--- src/rtl/timer_pwm.sv ---
`default_nettype none
// =============================================================================
// Module   : timer_pwm
// Summary  : Double-buffered multi-channel PWM stage fed by the timer core.
//            Define TIMER_PWM_DEADTIME_EN for complementary outputs with dead time.
// Revision : 1.0 - initial release
// =============================================================================
module timer_pwm #(
    parameter int CHANNELS = 4,
    parameter int DEADTIME = 4
) (
    input  logic                     clk,
    input  logic                     rst_n,
    input  logic                     timer_active,
    input  logic                     timer_match,
    input  logic [31:0]              timer_counter,
    input  logic [32*CHANNELS-1:0]   cfg_duty,
    input  logic [CHANNELS-1:0]      cfg_enable,
    input  logic [CHANNELS-1:0]      cfg_polarity,
    input  logic                     cfg_load,
    output logic                     load_pending,
    output logic                     period_end,
`ifdef TIMER_PWM_DEADTIME_EN
    output logic [CHANNELS-1:0]      pwm_out_n,
`endif
    output logic [CHANNELS-1:0]      pwm_out
);

    if (CHANNELS < 1 || CHANNELS > 8 || DEADTIME < 1 || DEADTIME > 255) begin : g_param_check
        $error("timer_pwm: CHANNELS or DEADTIME out of range");
    end

    logic [32*CHANNELS-1:0] r_duty_act;
    logic [32*CHANNELS-1:0] r_duty_shd;
    logic [CHANNELS-1:0]    r_en_act;
    logic [CHANNELS-1:0]    r_en_shd;
    logic [CHANNELS-1:0]    r_pol_act;
    logic [CHANNELS-1:0]    r_pol_shd;
    logic                   r_load_pending;
    logic                   r_period_end;
    logic                   w_commit;
    logic [CHANNELS-1:0]    w_raw;

    // Settings may only change at a period boundary or while the timer is idle.
    assign w_commit = timer_match | ~timer_active;

    always_ff @(posedge clk or negedge rst_n) begin
        if (!rst_n) begin
            r_duty_act     <= '0;
            r_duty_shd     <= '0;
            r_en_act       <= '0;
            r_en_shd       <= '0;
            r_pol_act      <= '0;
            r_pol_shd      <= '0;
            r_load_pending <= 1'b0;
        end else if (cfg_load && w_commit) begin
            r_duty_act     <= cfg_duty;
            r_en_act       <= cfg_enable;
            r_pol_act      <= cfg_polarity;
            r_load_pending <= 1'b0;
        end else if (cfg_load) begin
            r_duty_shd     <= cfg_duty;
            r_en_shd       <= cfg_enable;
            r_pol_shd      <= cfg_polarity;
            r_load_pending <= 1'b1;
        end else if (w_commit && r_load_pending) begin
            r_duty_act     <= r_duty_shd;
            r_en_act       <= r_en_shd;
            r_pol_act      <= r_pol_shd;
            r_load_pending <= 1'b0;
        end
    end

    always_ff @(posedge clk or negedge rst_n) begin
        if (!rst_n) begin
            r_period_end <= 1'b0;
        end else begin
            r_period_end <= timer_match & timer_active;
        end
    end

    for (genvar i = 0; i < CHANNELS; i++) begin : g_raw
        assign w_raw[i] = r_en_act[i] & timer_active &
                          (timer_counter < r_duty_act[32*i +: 32]);
    end

    assign load_pending = r_load_pending;
    assign period_end   = r_period_end;

`ifdef TIMER_PWM_DEADTIME_EN
    localparam logic [1:0] c_low_side    = 2'd0;
    localparam logic [1:0] c_dead        = 2'd1;
    localparam logic [1:0] c_high_side   = 2'd2;
    localparam logic [7:0] c_dead_cycles = 8'(DEADTIME);

    for (genvar i = 0; i < CHANNELS; i++) begin : g_deadtime
        logic [1:0] r_state;
        logic [1:0] w_state_nxt;
        logic [7:0] r_cnt;
        logic [7:0] w_cnt_nxt;
        logic       r_target;
        logic       w_target_nxt;
        logic       w_p;
        logic       w_n;

        always_ff @(posedge clk or negedge rst_n) begin
            if (!rst_n) begin
                r_state  <= c_dead;
                r_cnt    <= c_dead_cycles;
                r_target <= 1'b0;
            end else begin
                r_state  <= w_state_nxt;
                r_cnt    <= w_cnt_nxt;
                r_target <= w_target_nxt;
            end
        end

        // r_target is the side to assert once the dead window expires.
        always_comb begin
            w_state_nxt  = r_state;
            w_cnt_nxt    = r_cnt;
            w_target_nxt = r_target;
            case (r_state)
                c_low_side: begin
                    if (w_raw[i]) begin
                        w_state_nxt  = c_dead;
                        w_cnt_nxt    = c_dead_cycles;
                        w_target_nxt = 1'b1;
                    end
                end
                c_high_side: begin
                    if (!w_raw[i]) begin
                        w_state_nxt  = c_dead;
                        w_cnt_nxt    = c_dead_cycles;
                        w_target_nxt = 1'b0;
                    end
                end
                c_dead: begin
                    if (w_raw[i] != r_target) begin
                        w_cnt_nxt    = c_dead_cycles;
                        w_target_nxt = w_raw[i];
                    end else if (r_cnt <= 8'd1) begin
                        w_state_nxt = r_target ? c_high_side : c_low_side;
                    end else begin
                        w_cnt_nxt = r_cnt - 8'd1;
                    end
                end
                default: begin
                    w_state_nxt  = c_dead;
                    w_cnt_nxt    = c_dead_cycles;
                    w_target_nxt = w_raw[i];
                end
            endcase
        end

        always_comb begin
            w_p = (r_state == c_high_side) ^ r_pol_act[i];
            w_n = (r_state == c_low_side)  ^ r_pol_act[i];
        end

        assign pwm_out[i]   = w_p;
        assign pwm_out_n[i] = w_n;
    end
`else
    logic [CHANNELS-1:0] r_pwm;

    always_ff @(posedge clk or negedge rst_n) begin
        if (!rst_n) begin
            r_pwm <= '0;
        end else begin
            r_pwm <= w_raw ^ r_pol_act;
        end
    end

    assign pwm_out = r_pwm;
`endif

endmodule
`default_nettype wire

--- config.mk ---
export PLATFORM = sky130hd
export DESIGN_NAME = timer_pwm
export DESIGN_NICKNAME = d
export VERILOG_FILES = /design/src/rtl/timer_pwm.sv
export SDC_FILE = /design/constraint.sdc
export NUM_CORES = 1
export LEC_CHECK = 0
export ABC_AREA = 0
export CORE_MARGIN = 3
export CORE_UTILIZATION = 26
export CTS_CLUSTER_SIZE = 10
export DETAILED_ROUTE_END_ITERATION = 6
export MAX_ROUTING_LAYER = met4
export PLACE_DENSITY = 0.56
export SYNTH_ARGS = -nofsm -noshare
export SYNTH_HDL_FRONTEND = slang
export SYNTH_SLANG_ARGS = --single-unit
--- constraint.sdc ---
create_clock -name clk -period 4.9 [get_ports clk]
set_input_delay 1.225 -clock clk [delete_from_list [all_inputs] [get_ports clk]]
set_output_delay 1.225 -clock clk [all_outputs]
set_load 0.02 [all_outputs]
==> metrics.txt <==
Final setup viols=0; ys async rst share=1.00; Avg Cell Area, Syn=a little over 10 um2; overflow left after global routing=0; Vias per Instance=~4.8; sequential share of power=0.436; Rel. slew slack=0.376; Die Ht=around 240 um; Synth cell types=between 40 and 50; Worst Path Required=5.28 ns; first-pass GRT wire length=about 67000 um; #FFs+latches synth=between 200 and 300; Worst R2R End=pwm_out[0]; P_int=0.00482 W; maximum VDD drop=0.192 mV; Worst Hold Launch=r_duty_act[99]; crit-path max FO=48; H-tree levels=2; first-pass iteration count of the detailed router=5; most frequent cells in the layout=dfrtp_1, clkdlybuf4s50_1, nand2_1; HP Class=reg2reg; Worst R2R Setup Slack=roughly 2.7 ns; final worst path period need=between 3 and 4 ns; Synth warnings=0; DPL Wire Length=31500 um; Top Usage Layer GRT=met2; Overall Global Routing Usage=0.157; crit path launch type=input pin; Clock power frac=0.350; Core Region=roughly 0.053 mm2; routed len/inst=~20 um; Die X=239 um; Clk pin slew, worst setup/hold paths=0.05 ns; Synth Cell Area=0.0141 mm2; maxcap violations=0; Final Max Slew Viols=0; nets@finish=between 1500 and 2000; Final Power=0.00677 W; cells on worst reg2reg path=7; logic gate share of total power=0.214; Hold Violations, Final=0; met1 Track Usage GR=0.196; Inst Count DP=around 2200; clock buffer count from CTS=35; hold path cells=2; syn_nets=1666; clock latency on the worst-skew pair=0.52 ns; largest net degree at the start of global routing=174; number of port buffers=between 150 and 200; Hold EP=r_duty_act[99]; M3 GR Usage=0.0455; Fin Setup TNS=0 ns; Starting Density=0.266; cts hold-fix bufs=0; Layout area overhead=25.5%; crit path capture type=flip-flop; Non-Filler Instances=around 2200; die area=~0.057 mm2; Switching Share=0.288; initial drt markers=roughly 560; WL final=43700 um; total leakage power=about 7.7 nW; Worst Path Arrival=~3.7 ns; DRC violations left=0; vias in the first global route=roughly 11000; commonest non-fill, non-tap cell in the layout=dfrtp_1; clk buf depth=3; Std-Cell Rows=84; RSZ-0062 raised after global routing=false; TritonCTS clock tree=yes; critical path class=in2reg; cts repair resizes=0; num ports=179; GR Util met2=0.243; Setup Fix Bufs, Post-CTS=0; Pwr Density=381 mW/mm2; status=completed; initial antenna violation count=26; routability cong.=~0.87; Via Count=roughly 11000; f_max=299 MHz; CTS sink count=about 280; synthesized netlist cell count=~1400; remaining antenna violation count=0; Post-synth EDFFs=0; P_sw=0.00195 W; Main synth FF type=dfrtp_1; Tcrit/Tclk final=0.683; slew at the pin closest to its max-slew limit=0.936 ns; root buffer cell=clkbuf_16; RR Startpoint=r_duty_act[14]; layout cell share with drive strength beyond 1=0.101; final clock skew=approximately 0.021 ns; sequential area share after synthesis=0.492
==> state kept, by name, indices dropped and copies added, names as in the netlist <==
register and count:
r_pol_act 4, r_en_act 4, r_duty_act 128, period_end 1, pwm_out 4, r_duty_shd 128
load_pending 1, r_en_shd 4, r_pol_shd 4
==> cell usage after synthesis (3+ instances only) <==
| master | instances | area [um2] |
|---|---|---|
| nor4_1 | 7 | 43.8 |
| nor3_1 | 5 | 25.0 |
| a21boi_0 | 4 | 30.0 |
| o21a_1 | 6 | 45.0 |
| a22oi_1 | 3 | 22.5 |
| a2111o_1 | 3 | 33.8 |
| o21ai_0 | 154 | 771 |
| nor2_1 | 13 | 48.8 |
| buf_1 | 16 | 60.1 |
| mux2_2 | 96 | 1080 |
| ha_1 | 124 | 1550 |
| nand2_1 | 168 | 631 |
| a2111oi_0 | 3 | 26.3 |
| nand3_1 | 10 | 50.1 |
| and4_1 | 3 | 26.3 |
| o211a_1 | 3 | 30.0 |
| nand4_1 | 20 | 125 |
| dfrtp_1 | 278 | 6960 |
| inv_1 | 129 | 484 |
| o22ai_1 | 136 | 851 |
| nand2b_1 | 7 | 43.8 |
| mux2_1 | 40 | 450 |
| a21oi_1 | 51 | 255 |
| o2bb2ai_1 | 3 | 26.3 |
| clkbuf_1 | 35 | 131 |
| buf_2 | 24 | 120 |
==> kinds of logic after synthesis <==
| logic type | Yosys count | synth area share |
|---|---|---|
| flops | 278 | 0.492 |
| mux | 136 | 0.108 |
| compound gates | 383 | 0.158 |
| fa+ha+maj | 124 | 0.110 |
| buf+inv | 205 | 0.0566 |
| simple gates | 243 | 0.0752 |
==> critical path, cell delays in order <==
cell and delay, ns:
clkdlybuf4s50_1 0.56, inv_4 0.48, or2_4 0.70, buf_12 0.36, mux2_2 0.38
==> layout make-up <==
cell class | count | area (um2)
clock inverters | 2 | 10.0
diodes | 25 | 62.6
fillers | 5414 | 35400
multi-input cells | 886 | 6390
clock buffers | 49 | 1010
inverters | 130 | 490
well taps | 688 | 861
flip-flops and latches | 278 | 6960
repair buffers | 189 | 1960
==> layer usage <==
metal / wire length, um / part of all wire
met5: 0 / 0
met4: 1310 / 0.030
met3: 2670 / 0.061
met2: 20400 / 0.47
met1: 19300 / 0.44
==> worst max path at each step <==
stage	from	endpoint	cells past startpoint	slack, ns
floorplan	timer_counter[1]	pwm_out[2]	5	2.20
global placement	cfg_load	r_duty_shd[83]	5	1.02
detailed placement	cfg_load	r_duty_shd[81]	5	0.96
CTS	cfg_load	r_pol_shd[3]	5	1.51
global route	cfg_load	r_duty_shd[120]	5	1.42
finish	cfg_load	r_pol_shd[3]	5	1.55
==> power by group through the flow <==
stage	combinational, W	clock, W	sequential (W)
final	0.00145	0.00237	0.00295
after detailed placement	0.00147	0	0.00298
after global routing	0.00166	0.00253	0.00300
after CTS	0.00147	0.00244	0.00294
after global placement	0.00141	0	0.00297
after floorplan	0.000909	0	0.00293
==> per-stage QoR <==
step	setup slack [ns]	hold WS [ns]	utilization	cell area, um2
finish	1.55	0.477	0.334	17700
global route	1.42	0.498	0.334	17700
CTS	1.51	0.483	0.332	17700
detailed placement	0.956	0.471	0.313	16700
global placement	1.02	0.465	0.313	16700
floorplan	2.20	0.450	-	14100
No activity file was read; power rests on OpenSTA's default activity.
